**src/rtl/pipe_hazard_ctrl.sv**
```systemverilog
// Stall/flush sequencer for the 5-stage MIPS pipeline: load-use bubbles, EX redirects,
// multi-cycle data-memory waits, plus saturating stall/flush counters and a sticky timeout flag.
module pipe_hazard_ctrl #(
    parameter int unsigned MEM_TIMEOUT = 64,
    parameter int unsigned CNT_W       = 16
) (
    input  logic             clk,
    input  logic             rst,
    input  logic             ID_EX_MemRead,
    input  logic [4:0]       ID_EX_rt,
    input  logic [4:0]       IF_ID_rs,
    input  logic [4:0]       IF_ID_rt,
    input  logic             IF_ID_uses_rt,
    input  logic             EX_redirect,
    input  logic             EX_MEM_mem_req,
    input  logic             dmem_ready,
    output logic             PC_en,
    output logic             IF_ID_en,
    output logic             ID_EX_en,
    output logic             EX_MEM_en,
    output logic             MEM_WB_en,
    output logic             IF_ID_flush,
    output logic             ID_EX_flush,
    output logic             EX_MEM_flush,
    output logic             MEM_WB_flush,
    output logic             mem_timeout,
    output logic [CNT_W-1:0] stall_cnt,
    output logic [CNT_W-1:0] flush_cnt
);

    typedef enum logic {
        RUN,
        MEM_WAIT
    } state_t;

    localparam logic [15:0]      TIMEOUT_V = 16'(MEM_TIMEOUT);
    localparam logic [15:0]      WAIT_MAX  = 16'hFFFF;
    localparam logic [CNT_W-1:0] CNT_MAX   = {CNT_W{1'b1}};

    state_t      state, state_nxt;
    logic [15:0] wait_cnt, wait_cnt_nxt;
    logic        mem_stall;
    logic        redirect_act;
    logic        load_use;

    assign mem_stall    = EX_MEM_mem_req && !dmem_ready;
    assign redirect_act = EX_redirect && !mem_stall;
    assign load_use     = ID_EX_MemRead && (ID_EX_rt != 5'd0) &&
                          ((ID_EX_rt == IF_ID_rs) || (IF_ID_uses_rt && (ID_EX_rt == IF_ID_rt)));

    // Pipeline controls; a frozen EX masks redirect and load-use until the memory releases.
    always_comb begin
        // NOTE: every output gets a default first so no path through the priority chain infers a latch.
        PC_en        = 1'b0;
        IF_ID_en     = 1'b0;
        ID_EX_en     = 1'b0;
        EX_MEM_en    = 1'b0;
        MEM_WB_en    = 1'b0;
        IF_ID_flush  = 1'b0;
        ID_EX_flush  = 1'b0;
        EX_MEM_flush = 1'b0;
        MEM_WB_flush = 1'b0;
        if (rst) begin
            if (mem_stall) begin
                MEM_WB_en    = 1'b1;
                MEM_WB_flush = 1'b1;
            end else if (EX_redirect) begin
                PC_en       = 1'b1;
                IF_ID_en    = 1'b1;
                ID_EX_en    = 1'b1;
                EX_MEM_en   = 1'b1;
                MEM_WB_en   = 1'b1;
                IF_ID_flush = 1'b1;
                ID_EX_flush = 1'b1;
            end else if (load_use) begin
                ID_EX_en    = 1'b1;
                EX_MEM_en   = 1'b1;
                MEM_WB_en   = 1'b1;
                ID_EX_flush = 1'b1;
            end else begin
                PC_en     = 1'b1;
                IF_ID_en  = 1'b1;
                ID_EX_en  = 1'b1;
                EX_MEM_en = 1'b1;
                MEM_WB_en = 1'b1;
            end
        end
    end

    always_comb begin
        state_nxt    = state;
        wait_cnt_nxt = wait_cnt;
        case (state)
            RUN: begin
                if (mem_stall) begin
                    state_nxt    = MEM_WAIT;
                    wait_cnt_nxt = 16'd1;
                end
            end
            MEM_WAIT: begin
                if (mem_stall) begin
                    if (wait_cnt != WAIT_MAX) wait_cnt_nxt = wait_cnt + 16'd1;
                end else begin
                    state_nxt    = RUN;
                    wait_cnt_nxt = 16'd0;
                end
            end
            default: begin
                state_nxt    = RUN;
                wait_cnt_nxt = 16'd0;
            end
        endcase
    end

    always_ff @(posedge clk or negedge rst) begin
        if (!rst) begin
            state       <= RUN;
            wait_cnt    <= 16'd0;
            mem_timeout <= 1'b0;
            stall_cnt   <= '0;
            flush_cnt   <= '0;
        end else begin
            // NOTE: non-blocking assignments keep every register reading pre-edge values.
            state    <= state_nxt;
            wait_cnt <= wait_cnt_nxt;
            if ((state == MEM_WAIT) && mem_stall && (wait_cnt == TIMEOUT_V)) mem_timeout <= 1'b1;
            if (!PC_en && (stall_cnt != CNT_MAX)) stall_cnt <= stall_cnt + CNT_W'(1);
            if (redirect_act && (flush_cnt != CNT_MAX)) flush_cnt <= flush_cnt + CNT_W'(1);
        end
    end

endmodule

```
**config.mk**
```make
export PLATFORM = sky130hd
export DESIGN_NAME = pipe_hazard_ctrl
export DESIGN_NICKNAME = d
export VERILOG_FILES = /design/src/rtl/pipe_hazard_ctrl.sv
export SDC_FILE = /design/constraint.sdc
export NUM_CORES = 1
export LEC_CHECK = 0
export ABC_CLOCK_PERIOD_IN_PS = 3100
export BUFFER_PORTS_ARGS = -buffer_cell sky130_fd_sc_hd__buf_2
export CAP_MARGIN = 20
export CELL_PAD_IN_SITES_DETAIL_PLACEMENT = 0
export CELL_PAD_IN_SITES_GLOBAL_PLACEMENT = 1
export CORE_MARGIN = 1
export CORE_UTILIZATION = 41
export DETAILED_ROUTE_END_ITERATION = 7
export HOLD_SLACK_MARGIN = 0.12
export PLACE_DENSITY_LB_ADDON = 0.2
export SYNTH_ARGS = -nofsm -noshare
export SYNTH_HDL_FRONTEND = slang
export SYNTH_SLANG_ARGS = --single-unit
```
**constraint.sdc**
```tcl
create_clock -name clk -period 3.1 [get_ports clk]
set_clock_uncertainty 0.1 [all_clocks]
set_input_delay 0.465 -clock clk [delete_from_list [all_inputs] [get_ports clk]]
set_output_delay 0.465 -clock clk [all_outputs]
set_load 0.02 [all_outputs]
```
# ---- Word level (Yosys, flattened, before mapping)
# Cells that the tools add are included.
dict set report totals {
  regBits 50
  input_bits 22
  out_inout_bits 42
}
dict set report op_classes {
  n_addsub 3
  n_eq_ne 8
  n_mux 20
  bitwise 1
  reduce_logical 15
}
# op count
set op_table {}
lappend op_table {{adder 16 x 1 -> 16 bit (second input constant)} 3}
lappend op_table {{two-way mux 16 bit} 3}
lappend op_table {{!= test 16 bit (second input constant)} 3}
lappend op_table {{one-hot mux 16 bit (2 select lines)} 1}
lappend op_table {{equality test 16 x 7 -> 1 bit (second input constant)} 1}
lappend op_table {{two-way mux 1 bit} 16}
lappend op_table {{equality test 5 bit} 2}
lappend op_table {{logical AND 1 bit} 9}
lappend op_table {{nonzero test 5 bit} 1}
lappend op_table {{logical NOT 1 bit} 3}
lappend op_table {{!= test 3 x 2 -> 1 bit (second input constant)} 1}
lappend op_table {{!= test 2 bit (second input constant)} 1}
lappend op_table {{AND reduction 2 bit} 1}
lappend op_table {{logical OR 1 bit} 1}
lappend op_table {{NOT 1 bit} 1}

# ---- Depth between registers and ports, before layout
# Gate-level depths: netlist (run 1).
dict set report depth {
  word_depth 10
  ltp_mapped 9
  mapped_depth_nobuf 7
}

# ---- Worst setup path before layout (run 1)
# OpenSTA, ideal clock, no wires.
dict set report synth_timing {
  path_type {input -> output}
  startpoint {in ID_EX_rt[1]}
  endpoint {out PC_en}
  t_arrival_ns 1.796
  required_ns 2.535
  setup_slack_ns 0.739
  stages 5
  path_cell_list {or4_1 -> o21ai_0 -> o31a_1 -> buf_6 -> buf_4}
}
dict set report synth_between {
  elab_chain_len 8
}
# item line_no
set synth_lines {}
lappend synth_lines {{from (decl)} 10} ;# input logic [4:0] ID_EX_rt,
lappend synth_lines {{equality test 5 bit} 49} ;# ((ID_EX_rt == IF_ID_rs) || (IF_ID_uses_rt && (ID_EX_rt == IF_ID_rt)));
lappend synth_lines {{logical AND 1 bit} 49}
lappend synth_lines {{logical OR 1 bit} 49}
lappend synth_lines {{logical AND 1 bit (*)} 48} ;# assign load_use = ID_EX_MemRead && (ID_EX_rt != 5'd0) &&
lappend synth_lines {{two-way mux 1 bit (*) (4 in a row)} --}
lappend synth_lines {{to (decl)} 17} ;# output logic PC_en,
# Mark *: on every way between the ends. The rest lies on a longest branch, timed or not.

# ---- Worst setup path in the final report (run 1)
dict set report layout_timing {
  startpoint {in ID_EX_rt[1]}
  endpoint {out PC_en}
}
dict set report layout_between {
  elab_chain_len 8
}
# item line_no
set layout_lines {}
lappend layout_lines {{equality test 5 bit} 49}
lappend layout_lines {{logical AND 1 bit} 49}
lappend layout_lines {{logical OR 1 bit} 49}
lappend layout_lines {{logical AND 1 bit (*)} 48}
lappend layout_lines {{two-way mux 1 bit (*)} 75} ;# end else if (load_use) begin
lappend layout_lines {{two-way mux 1 bit (*)} 67} ;# end else if (EX_redirect) begin
lappend layout_lines {{two-way mux 1 bit (*)} 64} ;# if (mem_stall) begin
lappend layout_lines {{two-way mux 1 bit (*)} 63} ;# if (rst) begin
# Marked as above.

==> out/results.txt, run 1 <==
run status: completed
FF-to-FF path depth: 6
top_reg_cell synth: dfrtp_1
Power Density: 596 nW/µm²
Post-Syn Nets: 294
Ant. Diodes: 0
first-pass iteration count of the detailed router: 4
crit path time final: 2.49 ns
Synth Area per Inst: 10.1 µm²
DP Area: 3100 µm²
final non-filler cell total: 412
Slew Viols, Final: 0
Arrival @ worst endpoint: 1.92 ns
CP max stage cell: or4_1
initial antenna violation count: 0
crit path kind: input pin to output port
layout cell share with drive strength beyond 1: 0.260
# rows: 29
crit end category: output port
main combinational cell family by area after synthesis: simple AND/OR/NAND/NOR gates
crit-path max FO: 17
Starting Density: 0.426
fin area: 3200 µm²
DR iter-0 viols: 125
final net count: 360
num ports: 64
clk slew on worst S/H paths: 0.10 ns
die width: 83.2 µm
mapped cell area: 2700 µm²
Sinks on Clock Net: 50
Final period util: 0.803
simple logic cell fraction of the synthesized area: 0.254
post-synthesis xor/xnor area fraction: 0.175
Ys Warns: 0
Max clock buf depth: 2
WL/cell: 13.7 µm
gr usage total: 0.175
CTS Hold Buffers Added: 0
Power Total: 0.00191 W
die area: 6920 µm²
slowest stage delay, CP: 0.51 ns
critical path launch point type: input pin
DP HPWL: 4.10 mm
wl on met1: 2.68 mm
post-synthesis sequential area ratio: 0.463
GRT Residual Overflow: 0
area grow syn2layout: 18.4%
first-pass GRT wire length: 9.93 mm
max cap viols: 0
Compound-Gate Fraction of Synth Area: 0.0398
flops & latches, synth: 50
Final Hold Viols: 0
post-synth top area share: 0.463
IO buf count: 62
vias per cell: 5.12
CTS H-tree depth: 2
Area contributors post-synth: dfrtp_1 46%, xnor2_1 9.4%, xor2_1 8.1%
most used cell along the critical path: buf_2
RSZ-0062 raised after global routing: no
vias in the first global route: 2170
Fillers: 611
WL final: 5.63 mm
Clk Latency, worst-skew pair: 0.30 ns
crit path cell chain: buf_2, or4_1, o21ai_0, o31a_1, buf_4, buf_2
Achievable Freq: 402 MHz
CTS tree: built
# placed instances: 404
Die Height: 83.2 µm
ys async rst share: 1.00
postcts setup bufs: 0
top routing layer used: met4
CTS Root Cell: clkbuf_8
# DRC: 0
largest net degree at the start of global routing: 54
Hold Path Class: input pin to asynchronous set/reset pin
Unique masters post-synth: 39
commonest non-fill, non-tap cell in the layout: buf_2
post-synthesis mux area share: 0.0125
Post-Syn Instances: 268
Setup TNS: 0 ns
via count: 2108
Peak VDD IR: 0.461 mV
core area: 6350 µm²
adder-cell share of the synthesized area: 0.0185
most frequent cells in the layout: 62 x buf_2, 50 x dfrtp_1, 29 x xnor2_1, 25 x xor2_1
Slew HR: 0.527
Post-synth EDFFs: 0
Resized cells post-CTS: 0
Num CTS Buffers: 5
Hold Worst Slack: 0.186 ns
Setup-failing EPs final: 0
global placement routability congestion: 0.755
worst-margin pin slew: 0.707 ns
Leak: 1.45 nW
cell type with the highest aggregate area in the netlist: dfrtp_1
Final ANT Viol Nets: 0
wire length on met3: 134 µm
Worst EP required: 2.53 ns
WL met2: 2.78 mm
==> synth_stat cells, drive strengths merged (4+ instances only) <==
| library cell | instances |
|---|---|
| and3 | 8 |
| buf | 8 |
| dfrtp | 50 |
| ha | 4 |
| inv | 8 |
| nand2 | 21 |
| nand3 | 18 |
| nand4 | 11 |
| nor2 | 21 |
| nor3 | 14 |
| nor4 | 12 |
| nor4b | 4 |
| xnor2 | 29 |
| xor2 | 25 |
==> routing by layer <==
metal,vias to the layer above,track usage
li1,1065,-
met1,1012,0.227
met2,29,0.303
met5,-,0
met3,2,0.0328
met4,0,0.0423
==> area by class of cell <==
cell class                 instances  area (µm²)  share of cell area
clock buffer                       6        82.6              0.0258
clock inverter                     2        16.3             0.00508
inverter                           8        30.0             0.00938
multi-input combinational        200        1360               0.425
sequential                        50        1250               0.391
tap                               77        96.3              0.0301
timing repair buffer              69         363               0.113
==> power by group <==
part,internal (W),switching (W),leakage (nW)
clock,0.000184,0.000224,0.0478
combinational,0.000229,0.000350,0.756
sequential,0.000770,0.000152,0.644
total,0.00118,0.000726,1.45
==> sequential cells by signal, summed over array words and instances (netlist names) <==
signal       count
mem_timeout      1
stall_cnt       16
flush_cnt       16
wait_cnt        16
state            1
==> critical path, delay by kind of cell <==
| kind | cells | cell delay, ns |
|---|---|---|
| buffers and inverters | 3 | 0.56 |
| and+or+nand+nor | 1 | 0.51 |
| AOI/OAI and AO/OA | 2 | 0.38 |
==> through the flow <==
step | util | setup WS (ns)
floorplan | - | 0.739
global placement | 0.488 | 0.612
detailed placement | 0.488 | 0.605
CTS | 0.504 | 0.596
global route | 0.504 | 0.508
finish | 0.504 | 0.612
==> path summary, 6_finish.rpt <==
| path | to | from | slack [ns] |
|---|---|---|---|
| hold reg to reg | mem_timeout$_DFFE_PN0P_ | mem_timeout$_DFFE_PN0P_ | 0.38 |
| min in group clk | mem_timeout$_DFFE_PN0P_ | mem_timeout$_DFFE_PN0P_ | 0.38 |
| setup reg to reg | flush_cnt[1]$_DFFE_PN0P_ | flush_cnt[0]$_DFFE_PN0P_ | 0.80 |
| setup / recovery | PC_en | ID_EX_rt[1] | 0.61 |
| max in group asynchronous | wait_cnt[8]$_DFFE_PN0P_ | rst | 2.27 |
| hold / removal | wait_cnt[0]$_DFFE_PN0P_ | rst | 0.19 |
==> cells by family after synthesis <==
group                      after synthesis
AOI/OAI and AO/OA                       15
xor gates and xnor gates                54
adders and majority gates                4
buffers and inverters                   18
DFF                                     50
muxes                                    3
other                                    1
and+or+nand+nor                        123
(Power assumes the default switching activity.)
==> inputs of run 2 (changes only) <==
--- a/config.mk
+++ b/config.mk
@@ -5,7 +5,7 @@
 export SDC_FILE = /design/constraint.sdc
 export NUM_CORES = 1
 export LEC_CHECK = 0
-export ABC_CLOCK_PERIOD_IN_PS = 3100
+export ABC_CLOCK_PERIOD_IN_PS = 2300
 export BUFFER_PORTS_ARGS = -buffer_cell sky130_fd_sc_hd__buf_2
 export CAP_MARGIN = 20
 export CELL_PAD_IN_SITES_DETAIL_PLACEMENT = 0
==> constraint.sdc (replaced) <==
create_clock -name clk -period 2.3 [get_ports clk]
set_clock_uncertainty 0.1 [all_clocks]
set_input_delay 0.345 -clock clk [delete_from_list [all_inputs] [get_ports clk]]
set_output_delay 0.345 -clock clk [all_outputs]
set_load 0.02 [all_outputs]
==> run 2 against run 1 <==
Effect of this change: total power rose by 41%; sequential power rose by 34%; worst setup slack got worse by 0.49 ns; wire length fell by 0.37%; sequential share of layout area fell by 1.4 points; hold slack improved by 0.14 ns; clock power rose by 58%; flip-flop and latch count did not move; die area did not move; utilization rose by 1.9 points; combinational power rose by 40%.
==> out/results.txt, run 2 (same netlist as run 1, synthesis figures left out) <==
run status: completed
Worst EP required: 1.86 ns
commonest non-fill, non-tap cell in the layout: buf_2
hold endpoint: state$_DFF_PN0_
WL final: 5.61 mm
vias in the first global route: 2114
crit end category: output port
clk slew on worst S/H paths: 0.10 ns
Arrival @ worst endpoint: 1.73 ns
die area: 6920 µm²
CTS Root Cell: clkbuf_8
CTS tree: built
Num CTS Buffers: 5
crit path kind: input pin to output port
Final period util: 0.947
postcts setup bufs: 0
FF-to-FF path depth: 5
Achievable Freq: 459 MHz
Hold Path Class: input pin to flop
most frequent cells in the layout: 62 x buf_2, 50 x dfrtp_1, 29 x xnor2_1, 25 x xor2_1
first-pass GRT wire length: 10.0 mm
CTS H-tree depth: 2
# rows: 29
Setup TNS: 0 ns
gr usage total: 0.176
DR iter-0 viols: 51
WL/cell: 13.3 µm
core area: 6350 µm²
Final Hold Viols: 0
final worst slack: 0.121 ns
first-pass iteration count of the detailed router: 4
crit path time final: 2.18 ns
hold depth: 3
max cap viols: 0
Peak VDD IR: 0.558 mV
Setup-failing EPs final: 0
initial antenna violation count: 0
Max clock buf depth: 2
Hold Worst Slack: 0.323 ns
HP Start: EX_MEM_mem_req
layout cell share with drive strength beyond 1: 0.283
Ant. Diodes: 0
Power Density: 810 nW/µm²
vias per cell: 5.06
top flop regs: flush_cnt x16, stall_cnt x16, wait_cnt x16
crit-path max FO: 17
RSZ-0062 raised after global routing: no
Sinks on Clock Net: 50
reg-to-reg startpoint: wait_cnt[1]$_DFFE_PN0P_
GRT Residual Overflow: 0
final net count: 368
Starting Density: 0.426
area grow syn2layout: 23.0%
Die Height: 83.2 µm
Slew Viols, Final: 0
reg-to-reg endpoint: wait_cnt[1]$_DFFE_PN0P_
via count: 2124
pre-CTS setup slack: -0.00577 ns
fin area: 3320 µm²
critical path launch point type: input pin
global placement routability congestion: 0.758
Clk Latency, worst-skew pair: 0.30 ns
die width: 83.2 µm
largest net degree at the start of global routing: 29
DP HPWL: 4.32 mm
num ports: 64
Final ANT Viol Nets: 0
Leak: 1.51 nW
FF-to-FF setup slack: 0.22 ns
# DRC: 0
IO buf count: 62
DP Area: 3170 µm²
run 2: how the worst max path moves through the flow:
stage                             start                       end  slack (ns)
2_1_floorplan  stall_cnt[0]$_DFFE_PN0P_  stall_cnt[6]$_DFFE_PN0P_        0.02
3_3_place_gp                ID_EX_rt[3]  stall_cnt[1]$_DFFE_PN0P_        0.03
3_5_place_dp                ID_EX_rt[3]  stall_cnt[1]$_DFFE_PN0P_      -0.006
4_1_cts         wait_cnt[1]$_DFFE_PN0P_   wait_cnt[9]$_DFFE_PN0P_        0.02
5_1_grt                             rst               IF_ID_flush        0.05
6_report                    ID_EX_rt[3]                     PC_en        0.12
run 2: power by group:
group / total (W) / leakage (nW) / internal, W / switching, W
logic: 0.000812 / 0.814 / 0.000331 / 0.000481
clock network: 0.000646 / 0.0563 / 0.000332 / 0.000314
registers: 0.00124 / 0.644 / 0.00104 / 0.000199
total: 0.00269 / 1.51 / 0.00170 / 0.000994
run 2: worst max-delay path, cell delays in order:
cell and delay (ns):
buf_2 0.12, xor2_1 0.16, nor4_2 0.29, a32oi_1 0.17, o31a_1 0.33, buf_12 0.16
buf_2 0.16
run 2: per-stage QoR:
stage               instances   util  total power [W]
floorplan                 268      -          0.00175
global placement          411  0.499          0.00206
detailed placement        411  0.499          0.00207
CTS                       420  0.519          0.00273
global route              420  0.523          0.00287
finish                    420  0.523          0.00269
run 2: routing by layer:
| metal | global-route usage | part of all wire | wire length [µm] |
|---|---|---|---|
| met4 | 0.0611 | 0.014 | 76 |
| met5 | 0 | 0 | 0 |
| met1 | 0.232 | 0.47 | 2650 |
| met2 | 0.294 | 0.49 | 2740 |
| met3 | 0.0258 | 0.025 | 140 |
run 2: cell type report:
| class | count | area (µm²) |
|---|---|---|
| clock buffers | 5 | 68.8 |
| clock inverters | 3 | 48.8 |
| fillers | 624 | 3030 |
| inverters | 8 | 30.0 |
| multi-input cells | 200 | 1390 |
| flip-flops and latches | 50 | 1250 |
| well taps | 77 | 96.3 |
| repair buffers | 77 | 438 |
run 2: what timing repair did:
item | CTS | global route
hold endpoints to repair | 50 | 0
hold buffers | 1 | 0
resized for setup | 0 | 6
endpoints found under the setup margin | 0 | 11
